## src/rtl/prio_enc_arb_if.sv

```systemverilog
// Request/grant bundle between requesters, the priority arbiter and the shared consumer.
// The arbiter takes the slave side; the requester/consumer side takes the master side.
interface prio_enc_arb_if #(
  parameter int unsigned N = 8
);
  localparam int unsigned W = (N > 1) ? $clog2(N) : 1;

  logic [N-1:0] req;
  logic         mode;
  logic         out_ready;
  logic         out_valid;
  logic [W-1:0] out_idx;
  logic [N-1:0] out_onehot;

  modport master (
    output req,
    output mode,
    output out_ready,
    input  out_valid,
    input  out_idx,
    input  out_onehot
  );

  modport slave (
    input  req,
    input  mode,
    input  out_ready,
    output out_valid,
    output out_idx,
    output out_onehot
  );
endinterface

```

## src/rtl/prio_enc_arb.sv

```systemverilog
// Registered N-input priority encoder / arbiter with fixed or round-robin priority.
// The presented grant stays frozen until the consumer accepts it.
module prio_enc_arb #(
  parameter int unsigned N     = 8,
  parameter bit          RR_EN = 1'b1
) (
  input  logic          clk,
  input  logic          rst,
  prio_enc_arb_if.slave bus
);
  localparam int unsigned W = (N > 1) ? $clog2(N) : 1;
  localparam logic [W-1:0] PtrTop = W'(N - 1);

  typedef enum logic [0:0] {StIdle, StHold} state_e;

  state_e       state_q, state_d;
  logic         valid_q, valid_d;
  logic [W-1:0] idx_q, idx_d;
  logic [N-1:0] onehot_q, onehot_d;
  logic [W-1:0] ptr_q, ptr_d;
  // Whether the grant currently presented was chosen in round-robin mode.
  logic         rr_q, rr_d;

  logic         rr_sel;
  logic         handshake;
  logic [N-1:0] lo_mask;
  logic [N-1:0] masked;
  logic [N-1:0] cand;
  logic [W-1:0] win_idx;
  logic [N-1:0] win_onehot;

  assign rr_sel    = RR_EN && bus.mode;
  assign handshake = (state_q == StHold) && bus.out_ready;

  always_comb begin
    ptr_d = ptr_q;
    if (handshake && rr_q) begin
      ptr_d = (idx_q == '0) ? PtrTop : idx_q - 1'b1;
    end
  end

  // Round-robin order ptr, ptr-1, .., 0, N-1, .., ptr+1 equals: highest request at or below
  // ptr if any exists, otherwise the highest request overall.
  always_comb begin
    lo_mask = '0;
    for (int i = 0; i < N; i++) begin
      lo_mask[i] = (i <= int'(ptr_d));
    end
    masked  = rr_sel ? (bus.req & lo_mask) : '0;
    cand    = (masked != '0) ? masked : bus.req;
    win_idx = '0;
    for (int i = 0; i < N; i++) begin
      if (cand[i]) begin
        win_idx = W'(i);
      end
    end
    win_onehot = {{(N-1){1'b0}}, 1'b1} << win_idx;
  end

  always_comb begin
    state_d  = state_q;
    valid_d  = valid_q;
    idx_d    = idx_q;
    onehot_d = onehot_q;
    rr_d     = rr_q;
    unique case (state_q)
      StIdle: begin
        if (bus.req != '0) begin
          state_d  = StHold;
          valid_d  = 1'b1;
          idx_d    = win_idx;
          onehot_d = win_onehot;
          rr_d     = rr_sel;
        end
      end
      StHold: begin
        if (bus.out_ready) begin
          if (bus.req != '0) begin
            idx_d    = win_idx;
            onehot_d = win_onehot;
            rr_d     = rr_sel;
          end else begin
            state_d  = StIdle;
            valid_d  = 1'b0;
            onehot_d = '0;
          end
        end
      end
      default: begin
        state_d  = StIdle;
        valid_d  = 1'b0;
        onehot_d = '0;
      end
    endcase
  end

  always_ff @(posedge clk or posedge rst) begin
    if (rst) begin
      state_q  <= StIdle;
      valid_q  <= 1'b0;
      idx_q    <= '0;
      onehot_q <= '0;
      ptr_q    <= PtrTop;
      rr_q     <= 1'b0;
    end else begin
      state_q  <= state_d;
      valid_q  <= valid_d;
      idx_q    <= idx_d;
      onehot_q <= onehot_d;
      ptr_q    <= ptr_d;
      rr_q     <= rr_d;
    end
  end

  assign bus.out_valid  = valid_q;
  assign bus.out_idx    = idx_q;
  assign bus.out_onehot = onehot_q;
endmodule

```

## src/flat_wrapper.sv

```systemverilog
// flat-port wrapper written by rule: the top's interface ports become plain ports
module prio_enc_arb_flat 
#(
  parameter int unsigned N     = 8,
  parameter bit          RR_EN = 1'b1
)
  (clk, rst, bus_req, bus_mode, bus_out_ready, bus_out_valid, bus_out_idx, bus_out_onehot);
  prio_enc_arb_if #(.N(N)) bus_i ();
  input  logic clk;
  input  logic rst;
  input wire logic [$bits(bus_i.req)-1:0] bus_req;
  input wire logic [$bits(bus_i.mode)-1:0] bus_mode;
  input wire logic [$bits(bus_i.out_ready)-1:0] bus_out_ready;
  output wire logic [$bits(bus_i.out_valid)-1:0] bus_out_valid;
  output wire logic [$bits(bus_i.out_idx)-1:0] bus_out_idx;
  output wire logic [$bits(bus_i.out_onehot)-1:0] bus_out_onehot;
  assign bus_i.req = bus_req;
  assign bus_i.mode = bus_mode;
  assign bus_i.out_ready = bus_out_ready;
  assign bus_out_valid = bus_i.out_valid;
  assign bus_out_idx = bus_i.out_idx;
  assign bus_out_onehot = bus_i.out_onehot;
  prio_enc_arb #(.N(N), .RR_EN(RR_EN)) u_core (.clk(clk), .rst(rst), .bus(bus_i));
endmodule
```

## config.mk

```make
export PLATFORM = sky130hd
export DESIGN_NAME = prio_enc_arb_flat
export DESIGN_NICKNAME = d
export VERILOG_FILES = /design/src/rtl/prio_enc_arb_if.sv /design/src/rtl/prio_enc_arb.sv /design/src/flat_wrapper.sv
export SDC_FILE = /design/constraint.sdc
export NUM_CORES = 1
export LEC_CHECK = 0
export CORE_MARGIN = 2
export CORE_UTILIZATION = 50
export CTS_CLUSTER_DIAMETER = 100
export CTS_CLUSTER_SIZE = 16
export DETAILED_ROUTE_END_ITERATION = 10
export HOLD_SLACK_MARGIN = 0.06
export PLACE_DENSITY = 0.78
export SLEW_MARGIN = 0
export SYNTH_ARGS = -nofsm -noshare
export SYNTH_HDL_FRONTEND = slang
export SYNTH_SLANG_ARGS = --single-unit
```

## constraint.sdc

```tcl
create_clock -name clk -period 4 [get_ports clk]
set_clock_uncertainty 0.1 [all_clocks]
set_input_delay 1 -clock clk [delete_from_list [all_inputs] [get_ports clk]]
set_output_delay 1 -clock clk [all_outputs]
set_load 0.05 [all_outputs]
```

======== Word level (Yosys, flattened, before mapping) ========
Index checks and enable logic that the tools add are counted.
word-level totals
  logic and storage cells ................. 55
  output and inout port bits .............. 12
  flip-flop bits (word level) ............. 17
  bits of input ports ..................... 12
cells by class
  bitwise operators ....................... 2
  shift operators ......................... 1
  add/subtract/negate cells ............... 1
  muxes and demuxes ....................... 28
  reduce and logical (&&, ||, !) cells .... 7
  magnitude comparators ................... 7
  equal/unequal tests ..................... 3
operators by type and width
  kind                 number
  $mux 8               5
  $mux 3               10
  $pmux 8 s2           1
  $reduce_bool 8->1    2
  $le 3x3->1 const A   4
  $and 8x8->8          1
  $mux 1               8
  $shl 1x3->8 const A  1
  $le 2x3->1 const A   2
  $pmux 1 s2           3
  $pmux 3 s2           1
  $ne 2x2->1 const B   2
  $le 1x3->1 const A   1
  $logic_not 3->1      1
  $reduce_and 3->1     1
  $sub 3x1->3 const B  1
  $logic_and 1x1->1    2
  $ne 2x1->1 const B   1
  $reduce_and 2->1     1
  $not 1->1            1

======== Depth between registers and ports, before layout ========
  depth in word-level cells ............... 19
  mapped depth ............................ 12
  gate-level depth less buffers ........... 11

======== Worst setup path after synthesis ========
No wires, ideal clock.
  path kind ............................... register to register
  start point ............................. register u_core.idx_q[0] (netlist: u_core.bus.out_idx[0])
  end point ............................... register u_core.onehot_q[3] (netlist: u_core.bus.out_onehot[3])
  stages on the path, launching flop included .. 13
  setup slack ............................. 0.596 ns
  arrival time ............................ 3.182 ns
  required time ........................... 3.778 ns
  cells stage by stage .................... dfrtp_1 > inv_1 > ha_1 > ha_1 > and4b_4 > a21oi_4 > inv_2 > a32o_2 > or3_1 > buf_2 > a221o_1 > nor2b_1 > a32o_1
between the ends
  longest elaborated chain between the ends .. 19
  elaborated cells between the ends (all ways) .. 27
RTL lines
  element                                                line                 RTL
  start: declaration                                     prio_enc_arb.sv:18   logic [W-1:0] idx_q, idx_d;
  start signal: assignment                               prio_enc_arb.sv:108  idx_q <= idx_d;
  $sub 3x1->3 / $logic_not 3->1 (equally long branches)  prio_enc_arb.sv:38   ptr_d = (idx_q == '0) ? PtrTop : idx_q - 1'b1;
  $mux 3 *                                               prio_enc_arb.sv:38
  $mux 3 *                                               prio_enc_arb.sv:37   if (handshake && rr_q) begin
  via u_core.ptr_d[2]                                    prio_enc_arb.sv:20   logic [W-1:0] ptr_q, ptr_d;
  $le 1x3->1 (tied with other cells)                     prio_enc_arb.sv:47   lo_mask[i] = (i <= int'(ptr_d));
  $and 8x8->8 *                                          prio_enc_arb.sv:49   masked = rr_sel ? (bus.req & lo_mask) : '0;
  $mux 8 *                                               prio_enc_arb.sv:49
  $reduce_bool 8->1                                      prio_enc_arb.sv:50   cand = (masked != '0) ? masked : bus.req;
  $mux 8 *                                               prio_enc_arb.sv:50
  $mux 1                                                 prio_enc_arb.sv:53   if (cand[i]) begin
  $mux 3 (5 in series)                                   prio_enc_arb.sv:53
  $mux 3 *                                               prio_enc_arb.sv:53
  $shl 1x3->8 *                                          prio_enc_arb.sv:57   win_onehot = {{(N-1){1'b0}}, 1'b1} << win_idx;
  $mux 8                                                 prio_enc_arb.sv:78   if (bus.req != '0) begin
  $mux 8                                                 prio_enc_arb.sv:77   if (bus.out_ready) begin
  $pmux 8 s2 *                                           prio_enc_arb.sv:66   unique case (state_q)
  end signal: assignment                                 prio_enc_arb.sv:109  onehot_q <= onehot_d;
  end: declaration                                       prio_enc_arb.sv:19   logic [N-1:0] onehot_q, onehot_d;
Mark *: on every way through the listed nets, which the timed path passes. The rest lies on a longest branch. The select of a mux whose other input is x is not followed.
A chain may end at the register's enable or synchronous reset.

======== Worst setup path after layout ========
  start point ............................. input port bus_out_ready
  end point ............................... register u_core.onehot_q[3] (netlist: u_core.bus.out_onehot[3])
between the ends
  longest elaborated chain between the ends .. 19
  elaborated cells between the ends (all ways) .. 28
RTL lines
  element                             line                RTL
  start: declaration                  flat_wrapper.sv:13  input wire logic [$bits(bus_i.out_ready)-1:0] bus_out_ready;
  $logic_and 1x1->1                   prio_enc_arb.sv:33  assign handshake = (state_q == StHold) && bus.out_ready;
  $logic_and 1x1->1                   prio_enc_arb.sv:37
  $mux 3                              prio_enc_arb.sv:37
  $le 1x3->1 (tied with other cells)  prio_enc_arb.sv:47
  $and 8x8->8                         prio_enc_arb.sv:49
  $mux 8                              prio_enc_arb.sv:49
  $reduce_bool 8->1                   prio_enc_arb.sv:50
  $mux 8                              prio_enc_arb.sv:50
  $mux 1                              prio_enc_arb.sv:53
  $mux 3 (6 in series)                prio_enc_arb.sv:53
  $shl 1x3->8                         prio_enc_arb.sv:57
  $mux 8                              prio_enc_arb.sv:78
  $mux 8                              prio_enc_arb.sv:77
  $pmux 8 s2                          prio_enc_arb.sv:66
Parallel ways exist; a longest one is shown, timed or not. The select of a mux whose other input is x is not followed.

==> impl_metrics.tcl <==
set metrics [dict create \
    die_x_um 52.79 \
    yosysWarnings 0 \
    core_mm2 0.002233 \
    drt-total-wl_um 3128 \
    final_area_mm2 0.001459 \
    drtIter0Drc 49 \
    async_flop_share_pct 100.0 \
    cp_slowest_cell "clkdlybuf4s50_1" \
    antenna_found_initial 0 \
    ctsLongestPathBuffers 2 \
    period_minus_slack_ps 3655 \
    start_util_pct 53.28 \
    dieArea_mm2 0.002786 \
    cts_tree "yes" \
    nets 170 \
    cts_root_buf "clkbuf_4" \
    clock-sinks 17 \
    htreeDepth 1 \
    relSlewSlack_pct 55.27 \
    drc 0 \
    die_height_um 52.79 \
    slowest_delay_ps 590 \
    p_leak_uw 0.0006231 \
    crit_top_cell "a31o_1" \
    route.vias.total 1180 \
    drive_gt1_share_pct 11.61 \
    rows 17 \
    grt_pass1_vias 1143 \
    final_cell_count_no_fill 183 \
    seq_area_um2 429.2 \
    cp_cell_sequence "clkdlybuf4s50_1, a31o_1, a31o_1, a32o_2, or3_1, a221o_1, nor2b_1, a32o_1" \
    finalHoldViolCount 0 \
    postCtsHoldBufs 0 \
    avgViaCountPerCell 6.448 \
    period_share_pct 91.38 \
    cp-start-kind "primary input" \
    ys_seq_elements 17 \
    dp_cells 179 \
    synthFlopType "dfrtp_1" \
    outcome "finished clean" \
    clk_pin_slew_ps 110 \
    crit_arrival_ps 3760 \
    drv_slew 0 \
    p_per_area_mw_per_mm2 659.7 \
    postPlaceCellArea_mm2 0.001431 \
    end_kind "flip-flop" \
    cap_viol_max_count 0 \
    syn_nets 145 \
    gp_congestion 0.9187 \
    cts_setup_buffers 0 \
    wl_per_cell_um 17.09 \
    synthTopCellsByArea "dfrtp_1 (29%), dfstp_2 (6.6%), a32o_1 (3.4%)" \
    ctsResizeCount 0 \
    yosysTopAreaCell "dfrtp_1" \
    syn_inst 131 \
    tns_ps 0 \
    grt_max_degree 18 \
    grt_first_pass_wirelength_um 5292 \
    drtAntennaViolNets 0 \
    synth_edf_count 0 \
    finalSetupViolCount 0 \
    syn_to_final_growth_pct 22.61 \
    syn_area_per_cell_um2 9.083 \
    cp_max_fo 10 \
    worstMarginPinSlew_ps 670.3 \
    gr-total-overflow 0 \
    synthesis.area_mm2 0.001190 \
    synth.distinct_cells 51 \
    synth.yosys.seq_area_share_pct 36.07 \
    critPathRequiredTime_ps 4100 \
    grtUsageTotal_pct 26.45 \
    clk_latency_ps 300 \
    fmaxAchievable_ghz 0.2736 \
    critPathKind "in2reg" \
    rsz0062_at_grt "no" \
    irDropWorstVdd_mv 0.4064 \
    netlist.area_leader.share_pct 29.44 \
    boundaryPins 24 \
    fill_cells 194 \
    cp.buffers_inverters 1 \
    diodes 0 \
    hold_class "reg2reg" \
    portBuffers 23 \
    path_delay_family "compound AO/OA/AOI/OAI gates" \
    first_pass_iters 4 \
    dpl.hpwl_um 2426 \
    multi_input_area_um2 680.7 \
    cts_made_buffers 3 \
]
==> cells in the final DEF, fill, tap and decap left out, types with 2 or more instances in the layout <==
cell type and count:
a21boi_0 2, a21o_1 2, a21oi_1 3, a221o_1 2, a22o_1 2, a22oi_1 3, a311oi_1 2, a31o_1 2
a31oi_1 2, a32o_1 4, and2_1 2, and3_1 3, buf_4 2, clkbuf_4 3, clkdlybuf4s50_1 23, dfrtp_1 14
dfstp_2 3, ha_1 2, inv_1 10, nand2_1 10, nand2b_1 4, nand3_1 4, nor2_1 10, nor2b_1 5
o211ai_1 2, o21ai_0 6, o221ai_1 3, or2_2 2
==> state kept, by name, indices dropped and copies added (netlist names) <==
| register | flops |
|---|---|
| u_core.state_q | 1 |
| u_core.rr_q | 1 |
| u_core.bus.out_valid | 1 |
| u_core.ptr_q | 3 |
| u_core.bus.out_onehot | 8 |
| u_core.bus.out_idx | 3 |
==> cells in the mapped netlist (2+ instances only) <==
| cell | number |
|---|---|
| a21boi_0 | 2 |
| a311oi_1 | 2 |
| o211ai_1 | 2 |
| a32o_1 | 4 |
| nand3_1 | 4 |
| nand2b_1 | 4 |
| nor2_1 | 10 |
| nor2b_1 | 5 |
| a31o_1 | 2 |
| dfstp_2 | 3 |
| inv_1 | 10 |
| a31oi_1 | 2 |
| o221ai_1 | 3 |
| a21oi_1 | 3 |
| and2_1 | 2 |
| a22o_1 | 2 |
| or2_2 | 2 |
| ha_1 | 2 |
| a22oi_1 | 3 |
| o21ai_0 | 6 |
| a21o_1 | 2 |
| nand2_1 | 10 |
| a221o_1 | 2 |
| buf_6 | 2 |
| dfrtp_1 | 14 |
| and3_1 | 3 |
==> metrics by stage <==
stage / setup slack, ps / power, uW / hold WS, ps / util [%]
after floorplan: 596.1 / 691.9 / 474.2 / -
after global placement: 106.9 / 852.7 / 365.2 / 64.09
after detailed placement: 48.71 / 857.3 / 369.6 / 64.09
after CTS: 361.8 / 955.4 / 393.7 / 65.32
after global routing: 203.3 / 1022 / 441.2 / 65.32
final: 344.8 / 962.5 / 390.5 / 65.32
==> final cells by class <==
| type | instances | share of cell area (%) |
|---|---|---|
| multi-input combinational | 98 | 46.66 |
| inverter | 11 | 2.830 |
| clock buffer | 3 | 1.544 |
| timing repair buffer | 25 | 16.81 |
| clock inverter | 1 | 0.3431 |
| tap | 28 | 2.401 |
| sequential | 17 | 29.42 |
==> path summary, 6_finish.rpt <==
kind	from	end	slack, ps	cells after the start
setup / recovery	bus_out_ready	u_core.bus.out_onehot[3]	340	8
hold / removal	u_core.bus.out_onehot[2]	u_core.bus.out_onehot[2]	390	2
setup reg to reg	u_core.bus.out_idx[0]	u_core.bus.out_onehot[3]	720	11
hold reg to reg	u_core.bus.out_onehot[2]	u_core.bus.out_onehot[2]	390	2
max in group asynchronous	rst	u_core.bus.out_onehot[1]	2390	2
min in group asynchronous	rst	u_core.rr_q	980	2
==> cells by family after synthesis <==
| group | after synthesis | synth area share, % |
|---|---|---|
| DFF | 17 | 36.07 |
| AOI/OAI and AO/OA | 49 | 33.33 |
| adders and majority gates | 2 | 2.103 |
| buffers and inverters | 16 | 6.729 |
| and+or+nand+nor | 47 | 21.77 |
==> worst register-to-register path: stages (launching register included) <==
cell     delay [ps]
dfrtp_1         420
inv_1            70
ha_1            200
ha_1            310
and4b_4         230
a21oi_4         150
inv_2            70
a32o_2          290
or3_1           450
a221o_1         460
nor2b_1         170
a32o_1          260
==> power by group <==
group          internal (uW)  leakage (uW)  switching (uW)  total [uW]
combinational            223      0.000402             358         581
sequential               236      0.000203            47.2         283
clock                   37.3     0.0000177            61.2        98.5
total                    496      0.000623             466         962
==> routing by layer <==
metal / part of all wire, % / up-vias / GRT usage [%]
li1: - / 549 / -
met1: 43 / 566 / 32.67
met2: 50 / 55 / 45.63
met3: 5.2 / 10 / 4.000
met4: 2.1 / 0 / 10.68
met5: 0 / - / 0
(Power assumes the default switching activity.)
